## config.mk

```make
export PLATFORM = sky130hd
export DESIGN_NAME = id_ex_decode_reg
export DESIGN_NICKNAME = d
export VERILOG_FILES = /design/src/rtl/id_ex_decode_reg.sv
export SDC_FILE = /design/constraint.sdc
export NUM_CORES = 1
export LEC_CHECK = 0
export ABC_AREA = 1
export CORE_ASPECT_RATIO = 1.1
export CORE_MARGIN = 3
export CORE_UTILIZATION = 50
export DETAILED_ROUTE_END_ITERATION = 7
export DONT_BUFFER_PORTS = 1
export GPL_ROUTABILITY_DRIVEN = 0
export SKIP_LAST_GASP = 1
export SYNTH_ARGS = -nofsm -noshare
export SYNTH_HDL_FRONTEND = slang
export SYNTH_SLANG_ARGS = --single-unit
```

## constraint.sdc

```tcl
create_clock -name clk -period 4.7 [get_ports clk]
set_input_delay 0.235 -clock clk [delete_from_list [all_inputs] [get_ports clk]]
set_output_delay 0.235 -clock clk [all_outputs]
set_load 0.005 [all_outputs]
```

## src/rtl/id_ex_decode_reg.sv

```systemverilog
// ID/EX pipeline register with in-line decode of the D-stage instruction.
// Decode is purely combinational; the E-side outputs are one register stage
// that can be held (EX busy), loaded with a bubble (stall/flush), or loaded
// with the freshly decoded D-stage controls.
module id_ex_decode_reg #(
  parameter logic [31:0] RESET_PC = 32'h0000_3000
) (
  input  logic        clk,
  input  logic        reset,
  input  logic [31:0] instr_d,
  input  logic [31:0] pc_d,
  input  logic [31:0] rs_data_d,
  input  logic [31:0] rt_data_d,
  input  logic        stall,
  input  logic        flush,
  input  logic        hold,
  output logic [2:0]  alu_ctr_e,
  output logic [31:0] alu_a_e,
  output logic [31:0] alu_b_e,
  output logic [31:0] rt_data_e,
  output logic [4:0]  wb_reg_e,
  output logic        reg_write_e,
  output logic        mem_write_e,
  output logic        mem_to_reg_e,
  output logic        link_e,
  output logic [31:0] pc8_e,
  output logic        valid_e,
  output logic        illegal_e
);

  // ALU operation encoding seen by the EX stage
  typedef enum logic [2:0] {
    ALU_ZERO   = 3'd0,
    ALU_ADD    = 3'd1,
    ALU_SUB    = 3'd2,
    ALU_OR     = 3'd3,
    ALU_PASS_B = 3'd4
  } alu_op_t;

  // Primary opcodes
  typedef enum logic [5:0] {
    OP_SPECIAL = 6'h00,
    OP_J       = 6'h02,
    OP_JAL     = 6'h03,
    OP_BEQ     = 6'h04,
    OP_ORI     = 6'h0D,
    OP_LUI     = 6'h0F,
    OP_LW      = 6'h23,
    OP_SW      = 6'h2B
  } opcode_t;

  // SPECIAL funct codes
  typedef enum logic [5:0] {
    FN_JR   = 6'h08,
    FN_ADDU = 6'h21,
    FN_SUBU = 6'h23
  } funct_t;

  // Everything carried from D to E in one bundle
  typedef struct packed {
    alu_op_t     ctr;
    logic [31:0] a;
    logic [31:0] b;
    logic [31:0] rt_data;
    logic [4:0]  wb;
    logic        rw;
    logic        mw;
    logic        m2r;
    logic        link;
    logic [31:0] pc8;
    logic        valid;
    logic        illegal;
  } ex_ctl_t;

  // Bubble and reset share one value: everything cleared except pc8
  function automatic ex_ctl_t bubble_ctl();
    ex_ctl_t c;
    c       = '0;
    c.ctr   = ALU_ZERO;
    c.pc8   = RESET_PC + 32'd8;
    return c;
  endfunction

  // Instruction fields
  logic [5:0]  op;
  logic [5:0]  funct;
  logic [4:0]  rt_f;
  logic [4:0]  rd_f;
  logic [15:0] imm;
  logic [31:0] imm_sext;
  logic [31:0] imm_zext;
  logic [31:0] imm_lui;

  assign op       = instr_d[31:26];
  assign rt_f     = instr_d[20:16];
  assign rd_f     = instr_d[15:11];
  assign funct    = instr_d[5:0];
  assign imm      = instr_d[15:0];
  assign imm_sext = {{16{imm[15]}}, imm};
  assign imm_zext = {16'h0000, imm};
  assign imm_lui  = {imm, 16'h0000};

  ex_ctl_t dec;
  logic    rw_raw;
  ex_ctl_t e_q;

  // Combinational decode of the D-stage instruction into E-stage controls
  always_comb begin
    dec         = '0;
    dec.ctr     = ALU_ZERO;
    dec.a       = rs_data_d;
    dec.b       = rt_data_d;
    dec.rt_data = rt_data_d;
    dec.pc8     = pc_d + 32'd8;
    dec.valid   = 1'b1;
    rw_raw      = 1'b0;

    case (op)
      OP_SPECIAL: begin
        if (instr_d == 32'h0000_0000) begin
          dec.ctr = ALU_ZERO;
        end else begin
          case (funct)
            FN_ADDU: begin
              dec.ctr = ALU_ADD;
              dec.wb  = rd_f;
              rw_raw  = 1'b1;
            end
            FN_SUBU: begin
              dec.ctr = ALU_SUB;
              dec.wb  = rd_f;
              rw_raw  = 1'b1;
            end
            FN_JR: begin
              dec.ctr = ALU_ZERO;
            end
            default: begin
              dec.illegal = 1'b1;
            end
          endcase
        end
      end
      OP_ORI: begin
        dec.ctr = ALU_OR;
        dec.b   = imm_zext;
        dec.wb  = rt_f;
        rw_raw  = 1'b1;
      end
      OP_LUI: begin
        dec.ctr = ALU_PASS_B;
        dec.b   = imm_lui;
        dec.wb  = rt_f;
        rw_raw  = 1'b1;
      end
      OP_LW: begin
        dec.ctr = ALU_ADD;
        dec.b   = imm_sext;
        dec.wb  = rt_f;
        dec.m2r = 1'b1;
        rw_raw  = 1'b1;
      end
      OP_SW: begin
        dec.ctr = ALU_ADD;
        dec.b   = imm_sext;
        dec.mw  = 1'b1;
      end
      OP_BEQ: begin
        dec.ctr = ALU_SUB;
      end
      OP_J: begin
        dec.ctr = ALU_ZERO;
      end
      OP_JAL: begin
        dec.ctr  = ALU_ZERO;
        dec.wb   = 5'd31;
        dec.link = 1'b1;
        rw_raw   = 1'b1;
      end
      default: begin
        dec.illegal = 1'b1;
      end
    endcase

    // Writes to $0 are suppressed here; wb keeps the decoded register number
    dec.rw = rw_raw & (dec.wb != 5'd0);
  end

  // ID/EX register: reset > hold > bubble (stall|flush) > load
  always_ff @(posedge clk or posedge reset) begin
    if (reset) begin
      e_q <= bubble_ctl();
    end else if (hold) begin
      e_q <= e_q;
    end else if (stall || flush) begin
      e_q <= bubble_ctl();
    end else begin
      e_q <= dec;
    end
  end

  assign alu_ctr_e    = e_q.ctr;
  assign alu_a_e      = e_q.a;
  assign alu_b_e      = e_q.b;
  assign rt_data_e    = e_q.rt_data;
  assign wb_reg_e     = e_q.wb;
  assign reg_write_e  = e_q.rw;
  assign mem_write_e  = e_q.mw;
  assign mem_to_reg_e = e_q.m2r;
  assign link_e       = e_q.link;
  assign pc8_e        = e_q.pc8;
  assign valid_e      = e_q.valid;
  assign illegal_e    = e_q.illegal;

endmodule

```

==> impl_metrics.csv <==
group,metric,value,unit
placed_design,port_buffers,0,
floorplan,pin_count,275,
floorplan,die_h,128.3,um
critical_path,crit_type,"in2reg",
synthesis,synth_cells,785,
timing,fin_tns_setup,0,ns
synthesis,yosysWarnings,0,
timing,clock_skew,0,ns
synthesis,ys_types,45,
global_routing,grt.total_usage,27.17,%
clocking,cts.repair.resized,0,
critical_path,critPathCaptureType,"flip-flop",
status,status,"finished clean",
floorplan,start_util,51.26,%
drt,drt_pre_antenna_iters,8,
global_routing,grt_overflow,0,
synthesis,synth.largest_area_cell,"dfrtp_1",
critical_path,arrival,2.38,ns
synthesis,yosysSeqAreaShare,52.30,%
timing,hold_violations,0,
flow_run,drv_cap,0,
layout,multi_input_area,2783,um^2
synthesis,yosys_most_used_dff,"dfrtp_1",
drt,routed_wl,20830,um
synthesis,synth.top_cell.area_share,51.14,%
layout,num_antenna_cells,0,
worst_hold_path,hp-class,"in2reg",
clocking,clk_latency,0.41,ns
floorplan,dieWidth,117.2,um
pwr,power.density,363.9,nW/um^2
global_routing,grt_antenna_before_repair,0,
timing,setup_viol,0,
global_routing,grt_pass1_vias,5868,
timing,relSlewSlack,46.29,%
drt,wl_per_cell,19.95,um
layout,fillCellCount,1154,
timing,fmax,489.0,MHz
floorplan,die_area,15040,um^2
synthesis,synth-seq-cells,142,
timing,fin_crit_sh,43.51,%
timing,hold_ws,0.004135,ns
synthesis,synthArstFlopShare,100.0,%
timing,slew_viol_final,0,
clocking,cts_htree_levels,4,
layout,register_area,3557,um^2
timing,tightest_slew,0.8057,ns
floorplan,rows,44,
drt,drc,0,
drt,ant_nets,0,
pwr,leakagePower,4.063,nW
critical_path,critPathMaxFanout,61,
synthesis,synth.avg_cell_area,8.664,um^2
clocking,cts_buffer_depth,2,
placed_design,dp_hpwl,14270,um
synthesis,syn_area,6802,um^2
layout,syn_to_final_growth,21.45,%
global_routing,grt_first_pass_wirelength,31500,um
pwr,vdd.ir_drop.worst,0.2594,mV
synthesis,synth_edf_count,0,
timing,rsz0062_at_grt,"no",
drt,vias,5794,
synthesis,yosys-top-cells-area,"dfrtp_1 (51%), nand2_1 (12%), a22o_1 (5.7%)",
clocking,numCtsBuffers,17,
critical_path,startpoint_type,"input port",
clocking,cts-root-buf,"clkbuf_16",
layout,finalNetCount,982,
synthesis,synth_nets,919,
clocking,clk_pin_slew_worst_paths,0.06,ns
floorplan,core,13270,um^2
clocking,cts.sinks,142,
critical_path,cp.required,5.04,ns
drt,viasPerCell,5.550,
timing,period_needed,2.045,ns
clocking,tritoncts,"yes",
drt,drt_iter0_drc,462,
global_routing,grt_start_max_net_pins,145,
layout,drive_gt1_share,10.93,%
==> what timing repair did <==
item                      in CTS  in global routing
hold endpoints to repair     229                  0
hold buffers                  75                  0
setup buffers                  0                  0
==> synth_stat cells, types with 7 or more instances <==
| master | instances |
|---|---|
| a21oi_1 | 12 |
| a22o_1 | 44 |
| buf_2 | 14 |
| clkbuf_1 | 15 |
| dfrtp_1 | 139 |
| inv_1 | 63 |
| inv_2 | 9 |
| nand2_1 | 218 |
| nand2_2 | 7 |
| nand3_1 | 48 |
| nand4_1 | 10 |
| nor2_1 | 61 |
| nor3_1 | 12 |
| o21ai_0 | 44 |
| o21ai_1 | 9 |
| o21ai_2 | 21 |
| o221ai_1 | 12 |
==> path summary, 6_finish.rpt <==
check | slack, ns | to | cells after the start | from
max | 2.65 | pc8_e[9] | 7 | hold
min | 0.004 | rt_data_e[17] | 2 | rt_data_d[17]
max reg2reg | 3.90 | wb_reg_e[2] | 1 | wb_reg_e[2]
min reg2reg | 0.50 | pc8_e[21] | 2 | pc8_e[21]
max in group asynchronous | 3.00 | pc8_e[11] | 3 | reset
min in group asynchronous | 0.48 | rt_data_e[6] | 2 | reset
==> through the flow <==
stage | cells | worst slack, ns | total power [mW] | utilization [%] | area (um^2)
finish | 1044 | 2.655 | 3.006 | 62.26 | 8260
global route | 1044 | 2.491 | 3.119 | 62.26 | 8260
CTS | 1044 | 2.667 | 3.024 | 62.26 | 8260
detailed placement | 938 | 2.626 | 1.553 | 51.85 | 6879
global placement | 938 | 2.722 | 1.547 | 51.85 | 6879
floorplan | 785 | 0.6604 | 1.513 | - | 6802
==> area by class of cell <==
cell class	count	share of cell area, %
tap	184	2.787
clock buffer	20	5.529
timing repair buffer	78	9.573
clock inverter	11	1.893
inverter	74	3.469
multi-input combinational	535	33.69
sequential	142	43.06
==> cells in the final DEF, fill, tap and decap left out, types with 2 or more instances in the layout <==
master / count
a22o_1: 44
o21ai_0: 44
buf_4: 3
nand2_1: 218
dlygate4sd3_1: 74
dfrtp_1: 139
clkinvlp_4: 3
nor2_1: 61
nor2_2: 4
nand3_1: 48
a21oi_1: 12
inv_1: 62
o31ai_1: 2
bufinv_16: 3
inv_6: 5
o21ai_1: 9
nor3_1: 12
o211ai_1: 4
or2_2: 4
nand2_2: 7
o221ai_1: 12
o21ai_2: 21
o21bai_1: 3
nand4_1: 10
nor2_4: 3
clkbuf_16: 17
dfstp_2: 3
a32o_1: 3
inv_2: 9
clkbuf_8: 2
==> cells by family (layout without fill, tap and decap cells) <==
kind of cell	Yosys count	after routing	synth area share, %
flops	142	142	52.30
compound gates	158	158	16.57
fa+ha+maj	1	1	0.1839
simple gates	376	376	24.15
buf+inv	108	183	6.788
==> registers in the layout, indices dropped and copies added (netlist names) <==
name / flops
alu_a_e: 32
alu_b_e: 32
pc8_e: 32
rt_data_e: 32
wb_reg_e: 5
alu_ctr_e: 3
illegal_e: 1
link_e: 1
mem_to_reg_e: 1
mem_write_e: 1
reg_write_e: 1
valid_e: 1
==> report_power, final <==
group | internal, mW | switching, mW | total (mW) | leakage, nW
Combinational | 0.105 | 0.150 | 0.255 | 1.86
Sequential | 1.29 | 0.0596 | 1.35 | 1.91
Clock | 0.868 | 0.533 | 1.40 | 0.290
==> routing by layer <==
metal | share of wire (%) | GRT usage, % | vias to the layer above
li1 | - | - | 2745
met1 | 38 | 32.02 | 2766
met2 | 49 | 45.04 | 248
met3 | 11 | 11.43 | 35
met4 | 2.2 | 8.300 | 0
met5 | 0 | 0 | -
==> worst max-delay path, stage by stage <==
cell           delay (ns)
dlygate4sd3_1        0.60
inv_2                0.13
nand2_1              0.09
inv_2                0.32
buf_4                0.60
o21ai_0              0.18
o21ai_0              0.18
(Power assumes the default switching activity.)
